### src/rtl/laser_point_feeder.sv
// Buffers one frame of host points, pulses a core restart, then streams the frame one point per cycle.
// Latency: restart 1 cycle after the last handshake; the stream follows on the next NPTS cycles. The host is held off (IN_READY=0) until CORE_DONE or a timeout.
module laser_point_feeder #(
   parameter int NPTS    = 40,
   parameter int CW      = 4,
   parameter int TIMEOUT = 4095
) (
   input  logic          CLK,
   input  logic          RST_N,
   input  logic          IN_VALID,
   input  logic [CW-1:0] IN_X,
   input  logic [CW-1:0] IN_Y,
   output logic          IN_READY,
   output logic          CORE_RST,
   output logic [CW-1:0] OUT_X,
   output logic [CW-1:0] OUT_Y,
   output logic          OUT_VALID,
   output logic          OUT_FIRST,
   output logic          OUT_LAST,
   input  logic          CORE_DONE,
   output logic          BUSY,
   output logic [7:0]    FRAME_CNT,
   output logic          ERR
);

   localparam int PW = (NPTS > 1) ? $clog2(NPTS) : 1;
   localparam int TW = $clog2(TIMEOUT + 1);
   localparam logic [PW-1:0] LAST_IDX = PW'(NPTS - 1);
   localparam logic [TW-1:0] TO_LAST  = TW'(TIMEOUT - 1);

   typedef enum logic [1:0] {S_FILL, S_RESTART, S_STREAM, S_WAIT} state_t;

   state_t          state_q;
   logic [2*CW-1:0] mem_q [NPTS];
   logic [PW-1:0]   wptr_q, rptr_q;
   logic [TW-1:0]   tcnt_q;
   logic            in_ready_q, core_rst_q;
   logic            out_valid_q, out_first_q, out_last_q;
   logic [CW-1:0]   out_x_q, out_y_q;
   logic [7:0]      frame_cnt_q;
   logic            err_q;
   logic            push_d;

   assign push_d = RST_N && (state_q == S_FILL) && IN_VALID && in_ready_q;

   always_ff @(posedge CLK) begin
      if (push_d) mem_q[wptr_q] <= {IN_X, IN_Y};
   end

   // Output registers are loaded one state ahead so the first point lands right after RESTART.
   always_ff @(posedge CLK) begin
      if (!RST_N) begin
         state_q     <= S_FILL;
         wptr_q      <= '0;
         rptr_q      <= '0;
         tcnt_q      <= '0;
         in_ready_q  <= 1'b1;
         core_rst_q  <= 1'b0;
         out_valid_q <= 1'b0;
         out_first_q <= 1'b0;
         out_last_q  <= 1'b0;
         out_x_q     <= '0;
         out_y_q     <= '0;
         frame_cnt_q <= '0;
         err_q       <= 1'b0;
      end else begin
         core_rst_q <= 1'b0;
         case (state_q)
            S_FILL: begin
               if (push_d) begin
                  if (wptr_q == LAST_IDX) begin
                     wptr_q     <= '0;
                     in_ready_q <= 1'b0;
                     core_rst_q <= 1'b1;
                     state_q    <= S_RESTART;
                  end else begin
                     wptr_q <= wptr_q + 1'b1;
                  end
               end
            end
            S_RESTART: begin
               {out_x_q, out_y_q} <= mem_q[0];
               out_valid_q <= 1'b1;
               out_first_q <= 1'b1;
               out_last_q  <= (LAST_IDX == '0);
               rptr_q      <= PW'(1);
               state_q     <= S_STREAM;
            end
            S_STREAM: begin
               if (out_last_q) begin
                  out_valid_q <= 1'b0;
                  out_first_q <= 1'b0;
                  out_last_q  <= 1'b0;
                  rptr_q      <= '0;
                  state_q     <= S_WAIT;
               end else begin
                  {out_x_q, out_y_q} <= mem_q[rptr_q];
                  out_first_q <= 1'b0;
                  out_last_q  <= (rptr_q == LAST_IDX);
                  rptr_q      <= (rptr_q == LAST_IDX) ? '0 : rptr_q + 1'b1;
               end
            end
            S_WAIT: begin
               if (CORE_DONE) begin
                  frame_cnt_q <= frame_cnt_q + 8'd1;
                  tcnt_q      <= '0;
                  in_ready_q  <= 1'b1;
                  state_q     <= S_FILL;
               end else if (tcnt_q == TO_LAST) begin
                  err_q      <= 1'b1;
                  tcnt_q     <= '0;
                  in_ready_q <= 1'b1;
                  state_q    <= S_FILL;
               end else begin
                  tcnt_q <= tcnt_q + 1'b1;
               end
            end
            default: state_q <= S_FILL;
         endcase
      end
   end

   assign IN_READY  = in_ready_q;
   assign CORE_RST  = core_rst_q;
   assign OUT_X     = out_x_q;
   assign OUT_Y     = out_y_q;
   assign OUT_VALID = out_valid_q;
   assign OUT_FIRST = out_first_q;
   assign OUT_LAST  = out_last_q;
   assign BUSY      = (state_q != S_FILL);
   assign FRAME_CNT = frame_cnt_q;
   assign ERR       = err_q;

endmodule

### config.mk
export PLATFORM = sky130hd
export DESIGN_NAME = laser_point_feeder
export DESIGN_NICKNAME = d
export VERILOG_FILES = /design/src/rtl/laser_point_feeder.sv
export SDC_FILE = /design/constraint.sdc
export NUM_CORES = 1
export LEC_CHECK = 0
export BUFFER_PORTS_ARGS = -buffer_cell sky130_fd_sc_hd__clkbuf_2
export CORE_ASPECT_RATIO = 1.1
export CORE_MARGIN = 1.5
export CORE_UTILIZATION = 35
export DETAILED_ROUTE_END_ITERATION = 8
export PLACE_DENSITY_LB_ADDON = 0.05
export REMOVE_ABC_BUFFERS = 1
export SYNTH_ARGS = -nofsm -noshare
export SYNTH_HDL_FRONTEND = slang
export SYNTH_SLANG_ARGS = --single-unit
### constraint.sdc
create_clock -name CLK -period 2.65 [get_ports CLK]
set_input_delay 0.265 -clock CLK [delete_from_list [all_inputs] [get_ports CLK]]
set_output_delay 0.265 -clock CLK [all_outputs]
set_load 0.02 [all_outputs]
==> results.py <==
metrics = {
    "global_routing": {
        "grt_pass1_wl_um": 54500,
        "grt_pass1_vias": 7926,
        "grt_max_degree": 49,
        "globalRoute.totalOverflow": 0,
        "grt_antenna_before_repair": 0,
        "track_usage": 0.179,
    },
    "hold_path": {
        "min_to": "FRAME_CNT[1]",
        "hold_class": "in -> reg",
        "whs_path_depth": 3,
        "hp-start": "CORE_DONE",
    },
    "sta": {
        "max_freq_mhz": 418,
        "finalCritPeriodShare": 0.903,
        "finalCriticalPeriod_ns": 2.39,
        "fin_skew_ns": 0.0112,
        "setup_violations": 0,
        "final-max-slew-violation-count": 0,
        "worst_slew_pin_slew_ns": 0.974,
        "rsz0062_at_grt": "false",
        "setup_slack_ns": 0.258,
        "relSlewSlack": 0.351,
        "hold_violations": 0,
    },
    "clock_tree": {
        "numCtsBuffers": 41,
        "h-tree-depth": 2,
        "cts_tree": "built",
        "clockBufferDepth": 3,
        "postCtsResizedCells": 0,
        "postCtsSetupRepairBufs": 0,
        "clock_sinks": 374,
        "clkLatencyLatePin_ns": 0.55,
        "root_buffer": "clkbuf_16",
        "clkTransAtPathRegs_ns": 0.06,
        "cts_hold_buf": 0,
    },
    "yosys": {
        "yosysWarnings": 0,
        "synth_seq_cells": 374,
        "synth_compound_area_frac": 0.0352,
        "yosysSeqAreaShare": 0.729,
        "synth_cell_types": 41,
        "syn_area_per_cell_um2": 18.5,
        "synth_fa_ha_area_frac": 0.00768,
        "synth.area.mux_share": 0.155,
        "netlist_area_um2": 14700,
        "syn_inst": 795,
        "synth_xor_area_frac": 0.00776,
        "synth_top_family_by_area": "multiplexers",
        "synth-simple-area-share": 0.0506,
    },
    "finish": {
        "fill_cells": 3678,
        "drive_gt1_frac": 0.282,
        "utilization": 0.413,
        "finalNetCount": 906,
        "area_growth_syn_to_layout_pct": 16.2,
    },
    "critical_path": {
        "start_kind": "flop",
        "crit_type": "reg -> reg",
        "cp_top_family": "multiplexers",
        "slowest_delay_ns": 0.58,
        "path_common_cell": "mux4_2",
        "cp_slowest_cell": "mux4_2",
        "path_buf_inv": 1,
        "end_kind": "flop",
        "required_ns": 3.07,
        "reg2reg_setup_slack_ns": 0.26,
        "r2r_cells": 6,
        "r2r_end": "OUT_Y[3]",
        "cp_cell_sequence": "buf_12 > mux4_2 > mux4_2 > mux2_2 > o21ai_1 > a21oi_1",
        "path_max_fanout": 15,
        "arrival_ns": 2.81,
    },
    "power_and_ir_drop": {
        "p_leak_nw": 5.34,
        "vdd_drop_max_mv": 0.448,
        "power_density_nw_per_um2": 694,
    },
    "floorplan": {
        "coreArea_um2": 41300,
        "start_util": 0.355,
        "die_area_um2": 43200,
        "ioPinCount": 35,
        "die_x_um": 198,
        "rows": 78,
        "die_y_um": 218,
    },
    "drt": {
        "drcViolationCount": 0,
        "drt_first_pass_iters": 5,
        "vias": 7679,
        "drtIter0Drc": 491,
        "drt-total-wl_um": 37100,
        "viasPerCell": 5.21,
        "wire_per_inst_um": 25.2,
        "postRouteAntennaNets": 0,
    },
    "place": {
        "place_hpwl_um": 23100,
        "io_buffers": 34,
        "routabilityCongestion": 0.763,
        "place_ws_ns": 0.244,
    },
    "job": {
        "drv_cap": 0,
    },
    "outcome": {
        "outcome": "completed",
    },
}
registers in the layout, indices dropped and copies added, names as in the netlist, 2 cells and up, named ones only:
register	count
OUT_X	4
mem_q	320
FRAME_CNT	8
tcnt_q	12
state_q	2
wptr_q	6
OUT_Y	4
rptr_q	6
where the power goes:
group          switching, mW  total (mW)  internal [mW]
Combinational          0.134       0.173         0.0394
Sequential            0.0130        6.41           6.40
Clock                   2.19        5.24           3.05
cells in the final DEF (no fill, tap or decap), types with 2 or more instances in the layout:
cell | netlist | layout
nor3_1 | 5 | 5
o21ai_0 | 28 | 28
nor2b_1 | 5 | 5
nand3_1 | 16 | 16
a211oi_1 | 2 | 2
edfxtp_1 | 320 | 320
mux2_2 | 9 | 9
dfxtp_4 | 0 | 2
clkinv_1 | 0 | 8
nand3b_1 | 3 | 3
a311oi_1 | 4 | 4
clkbuf_16 | 0 | 41
mux4_2 | 96 | 96
clkbuf_1 | 29 | 11
a21oi_1 | 24 | 24
xnor2_1 | 3 | 3
bufinv_16 | 0 | 2
clkbuf_2 | 0 | 34
o21ai_1 | 8 | 8
nand2b_1 | 5 | 5
xor2_1 | 10 | 10
ha_1 | 9 | 9
nor3b_1 | 2 | 2
buf_12 | 0 | 5
nand4_1 | 7 | 7
inv_1 | 7 | 7
or3_1 | 2 | 2
buf_4 | 7 | 51
and4_1 | 3 | 3
nand2_1 | 30 | 30
dfxtp_1 | 54 | 52
o21a_1 | 2 | 2
and3_1 | 5 | 5
o221a_2 | 8 | 8
nand4b_1 | 4 | 4
clkinv_2 | 0 | 7
nor2_1 | 71 | 71
a31oi_1 | 2 | 2
tightest hold or removal path, stage by stage:
cell	delay, ns
clkbuf_2	0.12
nand3_1	0.09
a21oi_1	0.06
layer usage:
layer  GRT usage  wire length, um  share of wire
met1       0.243            16500           0.44
met2       0.295            18400           0.49
met3      0.0278             1470          0.040
met4      0.0560              792          0.021
met5           0                0              0
cells in the mapped netlist:
master,n,area (um^2)
nand4_1,7,43.8
nand2_1,30,113
and4_1,3,26.3
clkbuf_1,29,109
o21a_1,2,15.0
nand3_1,16,80.1
buf_2,5,25.0
xor2_1,10,87.6
o221a_2,8,90.1
nor2_1,71,267
o21ai_0,28,140
mux2i_1,1,10.0
and3_1,5,31.3
a41oi_1,1,8.76
nor2b_1,5,31.3
nand4b_1,4,35.0
o21bai_1,1,7.51
buf_1,2,7.51
nor3b_1,2,15.0
mux4_2,96,2160
nand2b_1,5,31.3
mux2_2,9,101
nand3b_1,3,22.5
a21boi_0,1,7.51
o31a_1,1,8.76
buf_4,7,52.6
a31oi_1,2,12.5
or3_1,2,12.5
a211oi_1,2,15.0
nor3_1,5,25.0
edfxtp_1,320,9610
a21oi_1,24,120
inv_1,7,26.3
o21ai_1,8,40.0
o311ai_0,1,8.76
dfxtp_1,54,1080
xnor2_1,3,26.3
or3b_2,1,8.76
o31ai_1,1,7.51
ha_1,9,113
a311oi_1,4,35.0
cells by family (layout without fill, tap and decap cells):
group           after synthesis  in the layout
fa+ha+maj                     9              9
flops                       374            374
mux                         106            106
simple gates                159            159
compound gates               84             84
other cells                   0              1
xor+xnor                     13             13
buf+inv                      50            167
final cells by class:
cell class	instances	area (um^2)	share of cell area
antenna	1	2.50	0.000147
clock buffer	53	1080	0.0634
clock inverter	17	125	0.00734
inverter	7	26.3	0.00154
multi-input combinational	371	3760	0.221
sequential	374	10700	0.628
tap	560	701	0.0411
timing repair buffer	90	653	0.0383
worst max path at each step:
stage,end,cells after the start
final,OUT_Y[3],6
after global routing,OUT_X[2],6
after CTS,OUT_Y[1],6
after detailed placement,OUT_Y[3],6
after global placement,OUT_X[2],6
after floorplan,OUT_X[0],5
stage by stage:
stage | area (um^2) | setup TNS, ns | hold WS [ns] | instances | total power [mW]
3_3_place_gp | 15800 | 0 | 0.447 | 1402 | 6.71
4_1_cts | 17000 | 0 | 0.00325 | 1472 | 12.0
2_1_floorplan | 14500 | -19.02 | 0.341 | 752 | 6.58
5_1_grt | 17000 | 0 | 0.0357 | 1472 | 12.2
3_5_place_dp | 15800 | 0 | 0.457 | 1402 | 6.72
6_report | 17000 | 0 | 0.0447 | 1473 | 11.8
Power figures use the tool's default switching activity.
